==> src/rtl/mem_arb_pkg.sv <==
// Shared types and defaults for the two-port memory access arbiter.
package mem_arb_pkg;
  typedef enum logic [1:0] {S_IDLE, S_REG, S_RAM, S_RESP} arb_state_e;

  localparam logic PORT_FETCH = 1'b0;
  localparam logic PORT_DATA  = 1'b1;

  localparam int N_REGS_DEF      = 10;
  localparam int RAM_TIMEOUT_DEF = 15;
  localparam int DATA_W          = 16;
endpackage

==> src/rtl/mem_access_arbiter_rr_arb2.sv <==
// Two-way round-robin pick: on a tie the port not served last wins.
module rr_arb2
  import mem_arb_pkg::*;
(
  input  logic [1:0] req,
  input  logic       last,
  output logic       grant
);
  always_comb begin
    grant = PORT_FETCH;
    if (req == 2'b11) grant = ~last;
    else if (req[1])  grant = PORT_DATA;
  end
endmodule

==> src/rtl/mem_access_arbiter.sv <==
// Arbitrates fetch and data ports onto a register file (one cycle) or a
// handshaked RAM with a bounded wait; one completion pulse per transaction.
module mem_access_arbiter
  import mem_arb_pkg::*;
#(
  parameter int N_REGS      = N_REGS_DEF,
  parameter int RAM_TIMEOUT = RAM_TIMEOUT_DEF
) (
  input  logic              clk,
  input  logic              rst,
  input  logic [1:0]        req,
  input  logic [1:0]        we,
  input  logic [DATA_W-1:0] addr0,
  input  logic [DATA_W-1:0] addr1,
  input  logic [DATA_W-1:0] wdata0,
  input  logic [DATA_W-1:0] wdata1,
  output logic [1:0]        ack,
  output logic              err,
  output logic [DATA_W-1:0] rdata,
  output logic [N_REGS-1:0] reg_sel,
  output logic              reg_we,
  output logic [DATA_W-1:0] reg_wdata,
  input  logic [DATA_W-1:0] reg_rdata,
  output logic              ram_s,
  output logic [DATA_W-1:0] ram_addr,
  output logic              ram_we,
  output logic [DATA_W-1:0] ram_wdata,
  input  logic [DATA_W-1:0] ram_rdata,
  input  logic              ram_ready
);
  localparam int CNT_W = $clog2(RAM_TIMEOUT + 1);

  arb_state_e        state, state_nxt;
  logic              grant;
  logic              last_q;
  logic              lat_port, lat_we;
  logic [DATA_W-1:0] lat_addr, lat_wdata;
  logic [DATA_W-1:0] sel_addr;
  logic [CNT_W-1:0]  wait_cnt;
  logic              err_q;
  logic [DATA_W-1:0] rdata_q;
  logic              ram_expired;

  rr_arb2 u_rr (
    .req   (req),
    .last  (last_q),
    .grant (grant)
  );

  assign sel_addr    = grant ? addr1 : addr0;
  assign ram_expired = (wait_cnt == CNT_W'(RAM_TIMEOUT - 1));

  always_ff @(posedge clk or posedge rst) begin
    if (rst) state <= S_IDLE;
    else     state <= state_nxt;
  end

  always_comb begin
    state_nxt = state;
    case (state)
      S_IDLE: if (|req) state_nxt = (sel_addr < DATA_W'(N_REGS)) ? S_REG : S_RAM;
      S_REG:  state_nxt = S_RESP;
      S_RAM:  if (ram_ready || ram_expired) state_nxt = S_RESP;
      S_RESP: state_nxt = S_IDLE;
      default: state_nxt = S_IDLE;
    endcase
  end

  // Request capture: only meaningful once a grant moves the FSM out of IDLE.
  always_ff @(posedge clk) begin
    if (state == S_IDLE && |req) begin
      lat_port  <= grant;
      lat_we    <= we[grant];
      lat_addr  <= sel_addr;
      lat_wdata <= grant ? wdata1 : wdata0;
    end
  end

  // Completion bookkeeping; READY beats the timeout when both land together.
  always_ff @(posedge clk or posedge rst) begin
    if (rst) begin
      wait_cnt <= '0;
      err_q    <= 1'b0;
      last_q   <= PORT_DATA;
      rdata_q  <= '0;
    end else begin
      case (state)
        S_IDLE: begin
          wait_cnt <= '0;
          err_q    <= 1'b0;
        end
        S_REG: rdata_q <= lat_we ? '0 : reg_rdata;
        S_RAM: begin
          if (ram_ready) begin
            rdata_q <= lat_we ? '0 : ram_rdata;
            err_q   <= 1'b0;
          end else if (ram_expired) begin
            rdata_q <= '0;
            err_q   <= 1'b1;
          end else begin
            wait_cnt <= wait_cnt + 1'b1;
          end
        end
        S_RESP: last_q <= lat_port;
        default: ;
      endcase
    end
  end

  always_comb begin
    ack       = '0;
    err       = 1'b0;
    reg_sel   = '0;
    reg_we    = 1'b0;
    reg_wdata = '0;
    ram_s     = 1'b0;
    ram_addr  = '0;
    ram_we    = 1'b0;
    ram_wdata = '0;
    rdata     = rdata_q;
    case (state)
      S_REG: begin
        for (int i = 0; i < N_REGS; i++) reg_sel[i] = (lat_addr == DATA_W'(i));
        reg_we    = lat_we;
        reg_wdata = lat_wdata;
      end
      S_RAM: begin
        ram_s     = 1'b1;
        ram_addr  = lat_addr;
        ram_we    = lat_we;
        ram_wdata = lat_wdata;
      end
      S_RESP: begin
        ack[lat_port] = 1'b1;
        err           = err_q;
      end
      default: ;
    endcase
  end
endmodule

==> config.mk <==
export PLATFORM = sky130hd
export DESIGN_NAME = mem_access_arbiter
export DESIGN_NICKNAME = d
export VERILOG_FILES = /design/src/rtl/mem_arb_pkg.sv /design/src/rtl/mem_access_arbiter_rr_arb2.sv /design/src/rtl/mem_access_arbiter.sv
export SDC_FILE = /design/constraint.sdc
export NUM_CORES = 1
export LEC_CHECK = 0
export CAP_MARGIN = 10
export CORE_MARGIN = 1.5
export CORE_UTILIZATION = 43
export CTS_CLUSTER_SIZE = 14
export DETAILED_ROUTE_END_ITERATION = 16
export GPL_ROUTABILITY_DRIVEN = 0
export MAX_ROUTING_LAYER = met4
export PLACE_DENSITY_LB_ADDON = 0.15
export SLEW_MARGIN = 10
export SYNTH_ARGS = -nofsm -noshare
export SYNTH_HDL_FRONTEND = slang
export SYNTH_SLANG_ARGS = --single-unit
==> constraint.sdc <==
create_clock -name clk -period 6.4 [get_ports clk]
set_clock_uncertainty 0.05 [all_clocks]
set_input_delay 1.92 -clock clk [delete_from_list [all_inputs] [get_ports clk]]
set_output_delay 1.92 -clock clk [all_outputs]
set_load 0.1 [all_outputs]
### Word level (Yosys, flattened, before mapping)

Cells that the tools add are included.

| word-level totals | value |
|---|---|
| flip-flop bits (word level) | 58 |
| output and inout bits | 80 |
| bits of input ports | 103 |

| cells by class | value |
|---|---|
| bitwise operators | 1 |
| muxes and demuxes | 32 |
| add/sub/neg operators | 1 |
| reduce and logical (&&, ||, !) cells | 12 |
| order comparisons | 4 |
| equality and inequality tests | 19 |

Operators with widths:

| operator | number |
|---|---|
| $mux W16 | 9 |
| $eq A16 B3 Y1 const B | 4 |
| $eq A16 B2 Y1 const B | 2 |
| $eq A16 B4 Y1 const B | 2 |
| $pmux W16 S2 | 1 |
| $eq A16 B1 Y1 const B | 1 |
| $logic_not A16 Y1 | 1 |
| $lt A16 B4 Y1 const B | 1 |
| $mux W1 | 11 |
| $mux W10 | 1 |
| $mux W2 | 4 |
| $mux W4 | 2 |
| $pmux W2 S4 | 1 |
| $pmux W4 S2 | 1 |
| $eq A2 B2 Y1 const B | 3 |
| $ne A2 B2 Y1 const B | 3 |
| $reduce_and A2 Y1 | 3 |
| $add A4 B1 Y4 const B | 1 |
| $eq A4 B4 Y1 const B | 1 |
| $lt A1 B2 Y1 const B | 2 |
| $reduce_bool A2 Y1 | 2 |
| $ne A3 B3 Y1 const B | 1 |
| $reduce_and A3 Y1 | 1 |
| $eq A2 B1 Y1 const B | 1 |
| other kinds (9) | 10 |

### Logic depth before layout (Yosys ltp)

| logic depth | value |
|---|---|
| depth after elaboration | 7 |
| depth in mapped cells | 9 |
| mapped depth without buffers | 6 |

### Modules after synthesis

Synthesis repeated with hierarchy kept, for this count alone.

| unflattened totals | value |
|---|---|
| cells, all modules | 311 |
| area total of the unflattened synthesis | 3,285.7 um2 |

Modules (own cells, without submodules):

| module | cells each | times used | area an instance (um2) |
|---|---|---|---|
| mem_access_arbiter | 310 | 1 | 3,274.4 |
| rr_arb2 | 1 | 1 | 11.3 |

### Worst setup path after synthesis

No wires, ideal clock.

| timing | value |
|---|---|
| kind | register to output |
| start point | reg state[0] |
| end point | out ram_addr[12] |
| required time | 4,430 ps |
| path slack | 1,663 ps |
| stages on the path, launching flop included | 7 |
| data arrival time | 2,767 ps |
| cells stage by stage | dfrtp_1 -> inv_1 -> ha_1 -> buf_4 -> clkbuf_1 -> clkbuf_1 -> and2_1 |

| between the ends | value |
|---|---|
| word-level cells in the longest chain between the ends | 2 |

RTL lines:

| item | RTL line | text |
|---|---|---|
| start: declaration | mem_access_arbiter.sv:33 | `arb_state_e state, state_nxt;` |
| start signal: assignment | mem_access_arbiter.sv:55 | `else state <= state_nxt;` |
| $eq A2 B2 Y1 | mem_access_arbiter.sv:121 | `case (state)` |
| $mux W16 | mem_access_arbiter.sv:121 |  |
| end: declaration | mem_access_arbiter.sv:25 | `output logic [DATA_W-1:0] ram_addr,` |

No other way between the ends.

### Worst setup path in the final report

| timing | value |
|---|---|
| start point | reg state[1] |
| end point | out reg_sel[2] |

| between the ends | value |
|---|---|
| word-level cells in the longest chain between the ends | 2 |

RTL lines:

| item | RTL line | text |
|---|---|---|
| $eq A2 B1 Y1 | mem_access_arbiter.sv:121 |  |
| $mux W10 | mem_access_arbiter.sv:121 |  |
| end: declaration | mem_access_arbiter.sv:20 | `output logic [N_REGS-1:0] reg_sel,` |

No other way between the ends.

==> flow_summary.yaml <==
status:
  status: "finished, final reports clean"
worst_setup_path:
  cpLargestDelayFamily: "buffers and inverters"
  crit_chain: "inv_1 -> ha_1 -> or3b_2 -> nor2_1 -> clkdlybuf4s50_1"
  required_ps: 4430
  cp.arrival_ps: 3250
  end_kind: "output pin"
  cp_max_fo: 21
  crit_slowest_cell: "clkdlybuf4s50_1"
  criticalPathCategory: "reg -> out"
  crit_path_start_kind: "flop"
  cp.buffers_inverters: 2
  slowest_delay_ps: 1140
timing:
  worst_pin_slew_ps: 1150
  setup_violations: 0
  rsz0062_at_grt: "false"
  maxSlewHeadroom_pct: 23.0
  finalCritPeriodShare_pct: 81.6
  setup_ws_ps: 1180
  finalHoldViolCount: 0
  fmax_mhz: 192
  drv_slew: 0
  tns_ps: 0
  finalCriticalPeriod_ps: 5220
synthesis:
  synth_area_per_cell_um2: 11.2
  synth_edf_count: 34
  seq_area_frac_synth_pct: 48.1
  synth_top_area_cell: "edfxtp_1"
  synthDistinctLibCells: 39
  synth_ff_type: "edfxtp_1"
  ys_async_sr_fraction_pct: 41.4
  yosys-top-cells-area: "edfxtp_1 30%, dfrtp_1 17%, mux2_2 13%"
  syn-num-nets: 410
  yosys_warnings: 0
  synth_top_area_share_pct: 30.3
  netlist_area_mm2: 0.00337
  syn_inst: 301
  ys_ff_latch: 58
floorplan:
  dieArea_mm2: 0.00839
  io_pins: 183
  die_width_um: 91.6
  rows: 32
  core_area_mm2: 0.00765
  fp.dieH_um: 91.6
  start_util_pct: 44.1
pwr:
  power_density_mw_per_mm2: 525
  seqPwrFrac_pct: 20.9
  p_int_mw: 1.23
  switching_power_mw: 1.61
  ir_drop_mv: 0.291
  share_comb_of_total_power_pct: 68.4
  p_leak_nw: 2.05
  clockPowerShare_pct: 10.7
  power_switching_share_pct: 56.8
route:
  wl_per_cell_um: 15.9
  drtAntennaViolNets: 0
  drc: 0
  drt_iter0_markers: 102
  routed_wl_um: 9280
  routed_via_density: 5.11
  firstDrtPassIters: 6
  via_count: 2983
clocking:
  max-clock-path-buffers: 2
  clockRootBuffer: "clkbuf_8"
  numCtsBuffers: 9
  cts.sinks: 58
  cts_hold_buf: 0
  clk_pin_slew_ps: 60
  cts_resized: 0
  worstSkewPairLatency_ps: 330
  post_cts_buffers: 0
  htreeDepth: 3
  tritoncts: "yes"
global_route:
  grt_pass1_vias: 3032
  track_usage_pct: 23.0
  grt_first_pass_wirelength_um: 14400
  grt_max_degree: 57
  grt_overflow: 0
  antenna_found_initial: 0
placed_design:
  post-place-ws_ps: 1500
  detailed_place_hpwl_um: 6940
  port_buffers: 182
layout:
  drive_above_1_share_pct: 15.6
  n_antenna_cell: 0
  nFillCells: 560
  seq_area_mm2: 0.00162
  nets: 586
  utilization_pct: 70.8
  multi_input_area_mm2: 0.00166
  areaGrowthSynthToFinish_pct: 60.6
hold_path:
  hold_class: "reg -> reg"
flow_run:
  max_cap_violations: 0
-- cell usage after synthesis, types with 4 or more instances --
library cell,instances
and2_1,52
mux2_2,40
mux2_4,10
a21oi_1,16
clkbuf_1,10
nand3_1,9
buf_2,4
nor2_1,32
dfrtp_1,23
o21ai_0,7
inv_1,4
nand3b_1,4
nor4_1,7
nor2b_1,12
ha_1,6
and2b_1,5
edfxtp_1,34
-- flip-flops by register name, indices dropped and copies added (netlist names) --
| signal | cells |
|---|---|
| err_q | 1 |
| last_q | 1 |
| lat_addr | 16 |
| lat_port | 1 |
| lat_wdata | 16 |
| lat_we | 1 |
| rdata | 16 |
| state | 2 |
| wait_cnt | 4 |
-- final cells by class --
cell class | count | area share (%)
clock inverter | 3 | 0.277
sequential | 58 | 30.0
multi-input combinational | 222 | 30.6
inverter | 4 | 0.277
tap | 102 | 2.36
clock buffer | 13 | 2.93
timing repair buffer | 182 | 33.6
-- power groups by stage --
stage	sequential, mW	combinational (mW)	clock [mW]
2_1_floorplan	0.828	1.30	0
3_3_place_gp	0.590	1.94	0
3_5_place_dp	0.600	1.95	0
4_1_cts	0.593	1.96	0.308
5_1_grt	0.607	2.02	0.325
6_report	0.593	1.94	0.305
-- worst register-to-register path: stages, from the launching register on --
cell     delay, ps
dfrtp_1        420
inv_1          100
ha_2           770
and2b_4        330
nand2_4         90
o21a_1         430
mux2_4         440
-- final timing paths --
kind	slack (ps)	endpoint	from	cells after the start
setup / recovery	1180	reg_sel[2]	state[1]	5
setup reg to reg	3660	rdata[8]	state[0]	6
hold / removal	450	wait_cnt[3]	wait_cnt[3]	1
min in group asynchronous	2050	rdata[8]	rst	2
hold reg to reg	450	wait_cnt[3]	wait_cnt[3]	1
max in group asynchronous	3680	rdata[2]	rst	2
-- cells by family after synthesis --
family | Yosys count | synth area share (%)
buffers and inverters | 21 | 3.30
XOR/XNOR | 1 | 0.260
AND/OR/NAND/NOR | 134 | 23.0
multiplexers | 50 | 17.8
adder cells (fa/ha/maj) | 6 | 2.23
AO/OA/AOI/OAI | 31 | 5.27
flip-flops | 58 | 48.1
-- per-stage QoR --
stage / cell area, um^2 / power, mW / hold slack (ps) / instances
floorplan: 3370 / 2.13 / 402 / 301
finish: 5420 / 2.84 / 450 / 584
global route: 5420 / 2.96 / 475 / 584
detailed placement: 5240 / 2.55 / 430 / 568
CTS: 5420 / 2.86 / 443 / 584
global placement: 5240 / 2.53 / 422 / 568
-- layer usage --
metal / wire length, um / vias up / part of all wire (%) / GRT usage [%]
met4: 212 / 0 / 2.3 / 9.51
met2: 4770 / 140 / 51 / 40.2
li1: - / 1404 / - / -
met1: 3570 / 1423 / 38 / 25.3
met3: 732 / 16 / 7.9 / 4.86
met5: 0 / - / 0 / -
-- cells in the final DEF, fill, tap and decap left out, drive strengths merged, types with 2 or more instances in the layout --
| cell type | instances |
|---|---|
| nor2 | 32 |
| dfrtp | 23 |
| nor2b | 12 |
| nand3 | 9 |
| or3b | 2 |
| o22ai | 2 |
| mux2 | 50 |
| nand3b | 4 |
| clkbuf | 13 |
| and2b | 6 |
| o21ai | 7 |
| inv | 4 |
| nand2b | 2 |
| a21oi | 16 |
| nor4 | 7 |
| nand2 | 2 |
| clkinv | 3 |
| and2 | 54 |
| ha | 6 |
| clkdlybuf4s50 | 182 |
| edfxtp | 34 |
Note: power is estimated with default switching activity, not from simulation.
